[src/rtl/multicycle_ctrl.sv]
// Main control FSM for the 32-bit multicycle CPU: sequences the shared datapath
// one state per clock and aborts memory accesses that exceed WAIT_MAX wait cycles.
module multicycle_ctrl #(
  parameter int OPW      = 6,
  parameter int WAIT_MAX = 15
) (
  input  logic           clk,
  input  logic           rst,
  input  logic [OPW-1:0] opcode,
  input  logic           zero,
  input  logic           mem_ready,
  output logic           pc_write,
  output logic           pc_write_cond,
  output logic           i_or_d,
  output logic           mem_read,
  output logic           mem_write,
  output logic           ir_write,
  output logic           mem_to_reg,
  output logic           reg_dst,
  output logic           reg_write,
  output logic           alu_src_a,
  output logic [1:0]     alu_src_b,
  output logic [1:0]     alu_op,
  output logic [1:0]     pc_source,
  output logic           illegal_op,
  output logic           bus_err,
  output logic [3:0]     state_o
);

  localparam logic [3:0] S_RESET  = 4'd0;
  localparam logic [3:0] S_FETCH  = 4'd1;
  localparam logic [3:0] S_DECODE = 4'd2;
  localparam logic [3:0] S_MEMADR = 4'd3;
  localparam logic [3:0] S_MEMRD  = 4'd4;
  localparam logic [3:0] S_MEMWB  = 4'd5;
  localparam logic [3:0] S_MEMWR  = 4'd6;
  localparam logic [3:0] S_EXEC   = 4'd7;
  localparam logic [3:0] S_ALUWB  = 4'd8;
  localparam logic [3:0] S_BRANCH = 4'd9;
  localparam logic [3:0] S_JUMP   = 4'd10;
  localparam logic [3:0] S_ADDIEX = 4'd11;
  localparam logic [3:0] S_ADDIWB = 4'd12;

  localparam logic [OPW-1:0] OP_RTYPE = OPW'(6'b000000);
  localparam logic [OPW-1:0] OP_LW    = OPW'(6'b100011);
  localparam logic [OPW-1:0] OP_SW    = OPW'(6'b101011);
  localparam logic [OPW-1:0] OP_BEQ   = OPW'(6'b000100);
  localparam logic [OPW-1:0] OP_J     = OPW'(6'b000010);
  localparam logic [OPW-1:0] OP_ADDI  = OPW'(6'b001000);

  localparam logic [3:0] WMAX = 4'(WAIT_MAX);

  logic [3:0] state;
  logic [3:0] state_nxt;
  logic [3:0] wcnt;
  logic       waiting;
  logic       timeout;
  logic       illegal_dec;

  assign waiting = (state == S_FETCH) || (state == S_MEMRD) || (state == S_MEMWR);
  // mem_ready arriving on the final count still completes the access
  assign timeout = waiting && !mem_ready && (wcnt == WMAX);

  always_ff @(posedge clk) begin
    if (rst) begin
      state <= S_RESET;
      wcnt  <= 4'd0;
    end else begin
      state <= state_nxt;
      // leaving a wait state (success or abort) always clears, so entry sees zero
      wcnt  <= (waiting && !mem_ready && !timeout) ? wcnt + 4'd1 : 4'd0;
    end
  end

  always_comb begin
    state_nxt   = S_RESET;
    illegal_dec = 1'b0;
    case (state)
      S_RESET:  state_nxt = S_FETCH;
      S_FETCH:  state_nxt = mem_ready ? S_DECODE : S_FETCH;
      S_DECODE: begin
        case (opcode)
          OP_LW, OP_SW: state_nxt = S_MEMADR;
          OP_RTYPE:     state_nxt = S_EXEC;
          OP_BEQ:       state_nxt = S_BRANCH;
          OP_J:         state_nxt = S_JUMP;
          OP_ADDI:      state_nxt = S_ADDIEX;
          default: begin
            state_nxt   = S_FETCH;
            illegal_dec = 1'b1;
          end
        endcase
      end
      S_MEMADR: state_nxt = (opcode == OP_SW) ? S_MEMWR : S_MEMRD;
      S_MEMRD:  state_nxt = mem_ready ? S_MEMWB : S_MEMRD;
      S_MEMWB:  state_nxt = S_FETCH;
      S_MEMWR:  state_nxt = mem_ready ? S_FETCH : S_MEMWR;
      S_EXEC:   state_nxt = S_ALUWB;
      S_ALUWB:  state_nxt = S_FETCH;
      S_BRANCH: state_nxt = S_FETCH;
      S_JUMP:   state_nxt = S_FETCH;
      S_ADDIEX: state_nxt = S_ADDIWB;
      S_ADDIWB: state_nxt = S_FETCH;
      default:  state_nxt = S_RESET;
    endcase
    if (timeout) state_nxt = S_FETCH;
  end

  always_comb begin
    pc_write      = 1'b0;
    pc_write_cond = 1'b0;
    i_or_d        = 1'b0;
    mem_read      = 1'b0;
    mem_write     = 1'b0;
    ir_write      = 1'b0;
    mem_to_reg    = 1'b0;
    reg_dst       = 1'b0;
    reg_write     = 1'b0;
    alu_src_a     = 1'b0;
    alu_src_b     = 2'b00;
    alu_op        = 2'b00;
    pc_source     = 2'b00;
    case (state)
      S_FETCH: begin
        mem_read  = 1'b1;
        alu_src_b = 2'b01;
        ir_write  = mem_ready;
        pc_write  = mem_ready;
      end
      S_DECODE: alu_src_b = 2'b11;
      S_MEMADR, S_ADDIEX: begin
        alu_src_a = 1'b1;
        alu_src_b = 2'b10;
      end
      S_MEMRD: begin
        mem_read = 1'b1;
        i_or_d   = 1'b1;
      end
      S_MEMWB: begin
        reg_write  = 1'b1;
        mem_to_reg = 1'b1;
      end
      S_MEMWR: begin
        mem_write = 1'b1;
        i_or_d    = 1'b1;
      end
      S_EXEC: begin
        alu_src_a = 1'b1;
        alu_op    = 2'b10;
      end
      S_ALUWB: begin
        reg_write = 1'b1;
        reg_dst   = 1'b1;
      end
      S_BRANCH: begin
        alu_src_a     = 1'b1;
        alu_op        = 2'b01;
        pc_write_cond = 1'b1;
        pc_source     = 2'b01;
      end
      S_JUMP: begin
        pc_write  = 1'b1;
        pc_source = 2'b10;
      end
      S_ADDIWB: reg_write = 1'b1;
      default: ;
    endcase
    // a reset arriving mid-access must not let a write land on its final edge
    if (rst) begin
      pc_write      = 1'b0;
      pc_write_cond = 1'b0;
      mem_write     = 1'b0;
      ir_write      = 1'b0;
      reg_write     = 1'b0;
    end
  end

  assign illegal_op = illegal_dec && !rst;
  assign bus_err    = timeout && !rst;
  assign state_o    = state;

endmodule

[config.mk]
export PLATFORM = sky130hd
export DESIGN_NAME = multicycle_ctrl
export DESIGN_NICKNAME = d
export VERILOG_FILES = /design/src/rtl/multicycle_ctrl.sv
export SDC_FILE = /design/constraint.sdc
export NUM_CORES = 1
export LEC_CHECK = 0
export CORE_ASPECT_RATIO = 1.1
export CORE_MARGIN = 2
export CORE_UTILIZATION = 39
export DETAILED_ROUTE_END_ITERATION = 12
export GPL_TIMING_DRIVEN = 0
export MAX_ROUTING_LAYER = met4
export PLACE_DENSITY_LB_ADDON = 0.3
export SLEW_MARGIN = 0
export SYNTH_ARGS = -nofsm -noshare
export SYNTH_HDL_FRONTEND = slang
export SYNTH_SLANG_ARGS = --single-unit
[constraint.sdc]
create_clock -name clk -period 2.9 [get_ports clk]
set_input_delay 0.29 -clock clk [delete_from_list [all_inputs] [get_ports clk]]
set_output_delay 0.29 -clock clk [all_outputs]
set_load 0.005 [all_outputs]
==> metrics.md <==
| Metric | Value |
|---|---|
| Status | `complete, no violations` |
| Worst hold start | `wcnt[0]` |
| Max-cap viol count | `0` |
| Chip Width | `46.35 µm` |
| Reg-to-reg critical path endpoint | `state_o[2]` |
| Seq/Total Area, Yosys | `a little over a fifth` |
| Clock Sinks | `8` |
| Leading area contributor after synthesis | `dfxtp_1` |
| Initial antenna violation count | `0` |
| P&R area growth vs syn | `45.04%` |
| Yosys warnings | `0` |
| RSZ-0062 raised after global routing | `no` |
| Area contributors post-synth | `dfxtp_1, nor2_1, clkbuf_8` |
| Netlist cell types | `35` |
| Switch Pwr | `79.06 µW` |
| Worst hold stages | `1` |
| Clk buf depth | `2` |
| Placement Cell Area | `0.001094 mm²` |
| IO buf count | `29` |
| Final Worst Setup Slack | `0.5092 ns` |
| Ant. Diodes | `0` |
| Worst reg2reg path depth | `4` |
| Setup Fix Bufs, Post-CTS | `0` |
| Storage cell area | `160.2 µm²` |
| Detail Route Antenna Nets | `0` |
| Multi-input logic area | `between 500 and 600 µm²` |
| H-Tree Depth | `1` |
| CTS tree | `yes` |
| Pwr Density | `255.8 mW/mm²` |
| Worst slack, placed | `0.5086 ns` |
| Final hold vios | `0` |
| Clock share of power | `29.2%` |
| CP Max Fanout | `6` |
| Setup violators final | `0` |
| First-pass GRT wire length | `3243 µm` |
| Worst EP required | `2.61 ns` |
| Leading cell types in the layout, fill and taps excluded | `clkdlybuf4s50_1, nor2_1, a21oi_1` |
| Largest net degree at the start of global routing | `11` |
| Sequential power share | `between 40% and 50%` |
| # hold bufs at CTS | `0` |
| DR WL/cell | `roughly 12 µm` |
| DRT iter0 DRCs | `19` |
| Crit Path Category | `input pin to output pin` |
| Final Wtd Congestion | `around 0.76` |
| GRT overflow | `0` |
| LEAKAGE | `0.4035 nW` |
| Post-Route WL | `1947 µm` |
| Fin nets | `148` |
| Fmax | `~0.42 GHz` |
| Number of iterations in the first detailed-routing pass | `4` |
| Critical Path AT | `2.10 ns` |
| Net Sw Frac | `~28%` |
| Fin area | `0.001116 mm²` |
| DRC viols | `0` |
| Vias in the first global route | `about 760` |
| Area of the core | `0.001822 mm²` |
| Pint | `206.5 µW` |
| Flop2flop setup slack | `1.33 ns` |
| Minimum clock period | `2.391 ns` |
| Starting Density | `42.24%` |
| Floorplan row count | `16` |
| Slew headroom | `68.94%` |
| Max-slew violations | `0` |
| Combinational group share of total power | `29.5%` |
| Overall power | `285.5 µW` |
| Filler Cell Count | `~160` |
| Avg Inst Size Synth | `7.471 µm²` |
| Vias | `853` |
| Cell Area, Synth | `769.5 µm²` |
| Startpoint type of the worst setup path | `input pin` |
| Synth Register Bits | `8` |
| Layout cells sized above 1 | `10.37%` |
| Die Footprint | `0.002345 mm²` |
| Setup tns final | `0 ns` |
| Num ports | `32` |
| Crit share post-route | `82.44%` |
| Share of the synthesized area in the top cell type | `between 20% and 30%` |
| Clock Latency Late Sink | `0.25 ns` |
| Setup crit end kind | `output pin` |
| Peak VDD IR | `approximately 0.35 mV` |
| Via/cell ratio | `~5.3` |
| Chip height | `50.59 µm` |
| R2R Path Start | `state_o[0]` |
| Cells after Synth | `103` |
| Tot GR Track Use | `18.38%` |
| Clock-pin slew on the worst setup and hold paths | `0.05 ns` |
| Actual slew at the worst max-slew pin | `around 0.46 ns` |
| Min-delay worst type | `register to register` |
| Dpl hpwl | `1526 µm` |
| Hold Path Sink | `wcnt[0]` |
| Commonest non-fill, non-tap cell in the layout | `clkdlybuf4s50_1` |
| Clock skew | `0.006438 ns` |
| PostCTS Resize Cnt | `0` |
| Hold WS | `roughly 0.45 ns` |
| Clk root buf | `clkbuf_4` |
| Synthesized Nets | `114` |
| CTS Buf Count | `3` |
[power groups by stage]
stage          sequential [mW]  combinational [mW]  clock, mW
4_1_cts                  0.118              0.0845     0.0857
3_3_place_gp             0.120              0.0823          0
3_5_place_dp             0.120              0.0843          0
2_1_floorplan            0.119              0.0461          0
5_1_grt                  0.118              0.0927     0.0910
6_report                 0.118              0.0842     0.0834
[through the flow]
step | cells | util [%]
after floorplan | 103 | -
after global placement | 159 | 60.03
after detailed placement | 159 | 60.03
after CTS | 162 | 61.26
after global routing | 162 | 61.26
final | 162 | 61.26
[registers in the layout (all words and copies together) (netlist names)]
signal / flops
state_o: 4
wcnt: 4
[worst max-delay path, stage by stage]
cell	delay (ns)
clkdlybuf4s50_1	0.51
or4_1	0.56
a21oi_1	0.21
nor4_1	0.07
clkdlybuf4s50_1	0.46
[worst max-delay path by stage]
| stage | start | to | cells past startpoint |
|---|---|---|---|
| after floorplan | opcode[0] | state_o[3] | 4 |
| after global placement | opcode[3] | illegal_op | 5 |
| after detailed placement | opcode[3] | illegal_op | 5 |
| after CTS | opcode[3] | illegal_op | 5 |
| after global routing | opcode[3] | illegal_op | 5 |
| final | opcode[3] | illegal_op | 5 |
[metal layers]
layer  global-route usage, %  vias to the layer above  part of all wire, %
li1                        -                      436                    -
met1                   22.29                      389                   44
met2                   31.48                       28                   51
met3                   4.317                        0                  4.6
met4                   1.429                        0                    0
met5                       -                        -                    0
[kinds of logic (layout without fill, tap and decap cells)]
group / after synthesis / count (layout) / share of synthesized area (%)
AND/OR/NAND/NOR: 55 / 55 / 39.51
flip-flops: 8 / 8 / 20.81
XOR/XNOR: 4 / 4 / 4.554
adder cells (fa/ha/maj): 1 / 1 / 1.626
buffers and inverters: 11 / 43 / 12.19
AO/OA/AOI/OAI: 24 / 24 / 21.30
[final cells by class]
type                    count  area share (%)
plain buffers               8           7.399
clock buffers               3           2.018
inverters                   3           1.009
multi-input cells          84           46.19
flip-flops and latches      8           14.35
well taps                  27           3.027
repair buffers             29           26.01
[synth_stat cells (all sizes together)]
library cell and n:
nand4 1, o21bai 2, o41ai 1, xnor2 3
nand2b 6, nor4bb 2, nor3 9, a21boi 1
nor2b 3, nor2 16, or4 3, inv 3
clkbuf 4, xor2 1, o31a 2, a21o 2
nor4 2, nand2 5, a2bb2oi 2, or2 1
a31oi 1, dfxtp 8, ha 1, buf 4
a21oi 10, a41oi 1, nand3 2, nand3b 2
o21ai 2, nor3b 3
(Power assumes the default switching activity.)
